## src/rtl/config_pkg.sv

```systemverilog
// Shared configuration for the vector functional units.
// Contents:
//   D, FixedPointPrecision - vector length and fixed-point word width
//   fixed_point_t          - signed fixed-point word carried between units
//   FixedMax / FixedMin    - clamp limits of fixed_point_t
//   ternary_t              - 2-bit ternary weight code (2'b10 is reserved)
//   matvec_state_t         - state encoding of ternary_matvec
//   addr_width()           - address width helper that never returns 0
package config_pkg;

  localparam int D                   = 4;
  localparam int FixedPointPrecision = 16;

  typedef logic signed [FixedPointPrecision-1:0] fixed_point_t;

  localparam fixed_point_t FixedMax = {1'b0, {(FixedPointPrecision-1){1'b1}}};
  localparam fixed_point_t FixedMin = {1'b1, {(FixedPointPrecision-1){1'b0}}};

  typedef enum logic [1:0] {
    TernZero = 2'b00,
    TernPos  = 2'b01,
    TernNeg  = 2'b11
  } ternary_t;

  typedef enum logic [1:0] {
    StIdle  = 2'b00,
    StAccum = 2'b01,
    StWrite = 2'b10
  } matvec_state_t;

  // A depth of 1 still needs a 1-bit address port so the port is never zero-width.
  function automatic int addr_width(input int depth);
    if (depth > 1) begin
      return $clog2(depth);
    end else begin
      return 1;
    end
  endfunction

endpackage

```

## src/rtl/fixed_saturate.sv

```systemverilog
// Clamps a signed value of arbitrary width to the fixed_point_t range.
// This is a raw integer clamp: no bits are dropped from the fraction.
// Ports:
//   i_value - signed input, InWidth bits
//   o_value - clamped result as fixed_point_t
module fixed_saturate
  import config_pkg::*;
#(
  parameter int InWidth = FixedPointPrecision + 1
) (
  input  logic signed [InWidth-1:0] i_value,
  output fixed_point_t              o_value
);

  if (InWidth > FixedPointPrecision) begin : g_clamp
    // The value fits only when every bit from the output sign bit upward agrees.
    logic [InWidth-FixedPointPrecision:0] w_top;
    assign w_top = i_value[InWidth-1:FixedPointPrecision-1];

    // Clamp on disagreement; the input sign bit selects the clamp direction.
    always_comb begin
      if ((&w_top) || !(|w_top)) begin
        o_value = i_value[FixedPointPrecision-1:0];
      end else if (w_top[InWidth-FixedPointPrecision]) begin
        o_value = FixedMin;
      end else begin
        o_value = FixedMax;
      end
    end
  end else begin : g_pass
    // Narrower or equal inputs always fit; the signed cast sign-extends them.
    assign o_value = fixed_point_t'(i_value);
  end

endmodule

```

## src/rtl/ternary_matvec.sv

```systemverilog
// Multiplies an activation vector by a ROWS x COLS ternary weight matrix.
// Each row is accumulated one column per cycle. The row result is then
// saturated and written in a single extra cycle.
// Ports:
//   clk_i, rst_i            - clock, asynchronous active-high reset
//   in_ready_o, in_start_i  - start handshake (accepted in IDLE only)
//   done_o                  - pulse coinciding with the last row write
//   vector_addr_o / _r_data - activation memory, combinational read
//   weight_addr_o / _r_data - weight memory, combinational read
//   out_addr_o, out_w_en_o, out_w_data_o - result memory write port
module ternary_matvec
  import config_pkg::*;
#(
  parameter int ROWS     = D,
  parameter int COLS     = D,
  parameter int AccWidth = FixedPointPrecision + $clog2(COLS) + 1,
  localparam int ColW    = addr_width(COLS),
  localparam int WgtW    = addr_width(ROWS * COLS),
  localparam int RowW    = addr_width(ROWS)
) (
  input  logic              clk_i,
  input  logic              rst_i,
  output logic              in_ready_o,
  input  logic              in_start_i,
  output logic              done_o,
  output logic [ColW-1:0]   vector_addr_o,
  input  fixed_point_t      vector_r_data_i,
  output logic [WgtW-1:0]   weight_addr_o,
  input  logic [1:0]        weight_r_data_i,
  output logic [RowW-1:0]   out_addr_o,
  output logic              out_w_en_o,
  output fixed_point_t      out_w_data_o
);

  localparam logic [ColW-1:0] LastCol = ColW'(COLS - 1);
  localparam logic [RowW-1:0] LastRow = RowW'(ROWS - 1);

  matvec_state_t              r_state;
  matvec_state_t              w_state_d;
  logic [RowW-1:0]            r_row;
  logic [RowW-1:0]            w_row_d;
  logic [ColW-1:0]            r_col;
  logic [ColW-1:0]            w_col_d;
  logic signed [AccWidth-1:0] r_acc;
  logic signed [AccWidth-1:0] w_acc_d;
  logic signed [AccWidth-1:0] w_x_ext;
  logic [WgtW-1:0]            w_wgt_addr;
  fixed_point_t               w_sat;

  // The signed cast sign-extends the activation to the accumulator width.
  assign w_x_ext    = AccWidth'(vector_r_data_i);
  assign w_wgt_addr = WgtW'(int'(r_row) * COLS + int'(r_col));

  fixed_saturate #(
    .InWidth (AccWidth)
  ) u_sat (
    .i_value (r_acc),
    .o_value (w_sat)
  );

  // State, row/column counters and accumulator; reset aborts any run in progress.
  always_ff @(posedge clk_i or posedge rst_i) begin
    if (rst_i) begin
      r_state <= StIdle;
      r_row   <= '0;
      r_col   <= '0;
      r_acc   <= '0;
    end else begin
      r_state <= w_state_d;
      r_row   <= w_row_d;
      r_col   <= w_col_d;
      r_acc   <= w_acc_d;
    end
  end

  // Next-state logic and outputs decoded from the current state and counters.
  always_comb begin
    w_state_d     = r_state;
    w_row_d       = r_row;
    w_col_d       = r_col;
    w_acc_d       = r_acc;
    in_ready_o    = 1'b0;
    done_o        = 1'b0;
    vector_addr_o = '0;
    weight_addr_o = '0;
    out_addr_o    = '0;
    out_w_en_o    = 1'b0;
    out_w_data_o  = '0;

    case (r_state)
      StIdle: begin
        in_ready_o = 1'b1;
        if (in_start_i) begin
          w_state_d = StAccum;
          w_row_d   = '0;
          w_col_d   = '0;
          w_acc_d   = '0;
        end else begin
          w_state_d = StIdle;
        end
      end

      StAccum: begin
        vector_addr_o = r_col;
        weight_addr_o = w_wgt_addr;
        // The reserved code 2'b10 falls into the default branch and acts as zero.
        case (ternary_t'(weight_r_data_i))
          TernPos: w_acc_d = r_acc + w_x_ext;
          TernNeg: w_acc_d = r_acc - w_x_ext;
          default: w_acc_d = r_acc;
        endcase
        if (r_col == LastCol) begin
          w_col_d   = '0;
          w_state_d = StWrite;
        end else begin
          w_col_d   = r_col + ColW'(1);
        end
      end

      StWrite: begin
        out_w_en_o   = 1'b1;
        out_addr_o   = r_row;
        out_w_data_o = w_sat;
        w_acc_d      = '0;
        if (r_row == LastRow) begin
          done_o    = 1'b1;
          w_row_d   = '0;
          w_state_d = StIdle;
        end else begin
          w_row_d   = r_row + RowW'(1);
          w_state_d = StAccum;
        end
      end

      default: begin
        w_state_d = StIdle;
        w_row_d   = '0;
        w_col_d   = '0;
        w_acc_d   = '0;
      end
    endcase
  end

endmodule
```

## config.mk

```make
export PLATFORM = sky130hd
export DESIGN_NAME = ternary_matvec
export DESIGN_NICKNAME = d
export VERILOG_FILES = /design/src/rtl/config_pkg.sv /design/src/rtl/fixed_saturate.sv /design/src/rtl/ternary_matvec.sv
export SDC_FILE = /design/constraint.sdc
export NUM_CORES = 1
export LEC_CHECK = 0
export BUFFER_PORTS_ARGS = -buffer_cell sky130_fd_sc_hd__buf_2
export CAP_MARGIN = 20
export CELL_PAD_IN_SITES_DETAIL_PLACEMENT = 1
export CELL_PAD_IN_SITES_GLOBAL_PLACEMENT = 2
export CORE_MARGIN = 5
export CORE_UTILIZATION = 29
export CTS_CLUSTER_SIZE = 30
export DETAILED_ROUTE_END_ITERATION = 10
export PLACE_DENSITY = 0.77
export SYNTH_ARGS = -nofsm -noshare
export SYNTH_HDL_FRONTEND = slang
export SYNTH_SLANG_ARGS = --single-unit
```

## constraint.sdc

```tcl
create_clock -name clk_i -period 2.3 [get_ports clk_i]
set_clock_uncertainty 0.2 [all_clocks]
set_input_delay 0.46 -clock clk_i [delete_from_list [all_inputs] [get_ports clk_i]]
set_output_delay 0.46 -clock clk_i [all_outputs]
set_load 0.01 [all_outputs]
```

==> results_dict.tcl <==
set metrics [dict create \
    synth_area_leaders "dfrtp_1 26%, ha_1 11%, o21ai_0 7.1%" \
    numCtsBuffers 3 \
    power_mw 4.38 \
    h-tree-depth 1 \
    dpl_worst_slack_ns -1.79 \
    endpoint_kind "flop" \
    ys_seq_elements 25 \
    diodes 0 \
    max-slew-margin-rel_pct 69.3 \
    fill_cells 977 \
    irDropWorstVdd_mv 0.303 \
    mostFrequentLayoutCells "84 x buf_4, 43 x buf_2, 31 x nand2_1" \
    violations "setup timing" \
    cap_violations 0 \
    postSynthCellCount 297 \
    cellLeakagePower_nw 1.92 \
    drive_above_1_share_pct 46.2 \
    hpwlAfterDp_mm 6.58 \
    synth_cell_types 44 \
    layout_commonest_cell "buf_4" \
    chipHeight_um 101 \
    grt-ovfl-total 0 \
    drt_iter0_drc 64 \
    yosys_warnings 0 \
    drc_errors 0 \
    rsz0062_at_grt "true" \
    core_area_um2 8130 \
    cts_sinks 25 \
    cp_max_fo 3 \
    rows 33 \
    run_status "finished, violations left" \
    layout_min_cycle_time_ns 3.55 \
    tightest_slew_ns 0.459 \
    crit_type "input pin to flop" \
    avgSynthCellArea_um2 8.09 \
    vias_per_cell 4.87 \
    dieWidth_um 101 \
    fin_nets 475 \
    drt-total-wl_mm 8.14 \
    hold_viol 0 \
    vias 2612 \
    async_flop_share_pct 100 \
    syn-cell-area_um2 2400 \
    max_freq_mhz 281 \
    ioPinCount 48 \
    worstPathArrival_ns 3.51 \
    synth_top_cell_area_share_pct 26.0 \
    track_usage_pct 16.3 \
    seq_area_frac_synth_pct 26.0 \
    areaGrowthSynthToFinish_pct 59.4 \
    synthFlopType "dfrtp_1" \
    maxSlewViolCount 0 \
    io_buffers 47 \
    grt_pass1_wl_mm 13.5 \
    r2r_slack_ns -0.29 \
    worstPathRequired_ns 2.25 \
    worst_setup_path_start_kind "input pin" \
    clk_latency_ns 0.26 \
    reg2reg_from "r_acc[0]" \
    min_period_over_period_pct 155 \
    antenna_found_initial 0 \
    setup_viol 15 \
    ff2ff_path_depth 11 \
    hold_path.class "input pin to asynchronous set/reset pin" \
    syn_nets 340 \
    clk_pin_slew_ns 0.09 \
    initial_core_util_pct 29.5 \
    root_buffer "clkbuf_8" \
    grt_pass1_vias 2856 \
    die-area_um2 10200 \
    place_congestion 0.786 \
    wl_per_cell_um 15.2 \
    grt_max_degree 26 \
    ctsHoldBuffers 0 \
    fin_ws_ns -1.25 \
    firstDrtPassIters 4 \
    powerDensity_nw_per_um2 1140 \
    clockBufferDepth 2 \
    yosysTopAreaCell "dfrtp_1" \
    antenna_left 0 \
    worstReg2RegEnd "r_acc[16]" \
    synth_edf_count 0 \
    cts_tree "yes" \
]
layer usage:
metal  GRT usage (%)  part of all wire [%]  vias up
met1            21.0                    46     1251
met3            1.25                   2.7        4
met4            2.86                  0.65        0
met5               0                     0        -
met2            29.8                    51       39
li1                -                     -     1318
through the flow:
step / util (%) / hold slack, ns / cell area, um2 / instances / TNS, ns
2_1_floorplan: - / 0.272 / 2470 / 297 / -12.57
4_1_cts: 44.8 / 0.0392 / 3640 / 530 / -12.12
3_3_place_gp: 41.7 / 0.319 / 3400 / 521 / -17.94
6_report: 47.1 / 0.0291 / 3830 / 536 / -12.33
3_5_place_dp: 41.7 / 0.330 / 3400 / 521 / -19.88
5_1_grt: 47.1 / 0.0554 / 3830 / 536 / -14.69
critical path: stages:
cell,delay [ns]
buf_6,0.09
or4_4,0.52
or4_4,0.46
buf_4,0.16
o31ai_4,0.17
xor2_1,0.17
ha_1,0.26
a21o_1,0.17
a21o_1,0.18
a311o_1,0.29
a21oi_2,0.17
buf_4,0.14
xor2_1,0.17
o21ai_0,0.10
timing repair:
item | CTS | global route
pin swaps | 27 | 31
setup buffers | 7 | 6
gates resized for setup | 44 | 41
hold endpoints to repair | 0 | 0
setup endpoints to repair | 31 | 31
report_power, final:
| group | switching (mW) | internal [mW] |
|---|---|---|
| sequential | 0.205 | 0.633 |
| combinational | 1.62 | 1.66 |
| clock | 0.138 | 0.124 |
| total | 1.97 | 2.41 |
worst max path at each step:
stage | from | end | slack (ns) | cells past startpoint
floorplan | vector_r_data_i[3] | r_acc[18] | -1.45 | 14
global placement | vector_r_data_i[3] | r_acc[16] | -1.67 | 14
detailed placement | vector_r_data_i[3] | r_acc[16] | -1.79 | 14
CTS | vector_r_data_i[3] | r_acc[16] | -1.25 | 14
global route | vector_r_data_i[3] | r_acc[16] | -1.42 | 15
finish | vector_r_data_i[3] | r_acc[13] | -1.25 | 14
flip-flops by register name, indices dropped and copies added, names as in the netlist:
name,flops
r_col,2
r_row,2
r_acc,19
r_state,2
synthesized netlist by cell type, types with 2 or more instances:
cell       n
nand2_1   37
o21ai_0   34
dfrtp_1   25
ha_1      21
a21oi_1   20
nor2_1    18
o21a_1    16
xor2_1    16
xnor2_1   13
and2_1    12
a21o_1    10
inv_1     10
clkbuf_1   8
nor2b_1    5
o31ai_1    5
nand2b_1   4
a21boi_0   3
a22o_1     3
mux2i_1    3
nand3_1    3
nor3_1     3
a31oi_1    2
and3_1     2
buf_4      2
o211ai_1   2
o21ai_1    2
logic make-up after synthesis:
logic type,Yosys count,share of synthesized area [%]
compound gates,106,27.7
xor+xnor,29,10.6
fa+ha+maj,22,11.8
buf+inv,21,3.64
flops,25,26.0
mux,3,1.25
simple gates,91,19.0
layout make-up:
cell class	count	area (um2)	share of cell area, %
Clock buffer	4	45.0	1.18
Inverter	10	52.6	1.37
Multi-Input combinational cell	251	1970	51.4
Sequential cell	25	627	16.4
Tap cell	105	131	3.43
Timing Repair Buffer	141	1010	26.3
(Power assumes the default switching activity.)
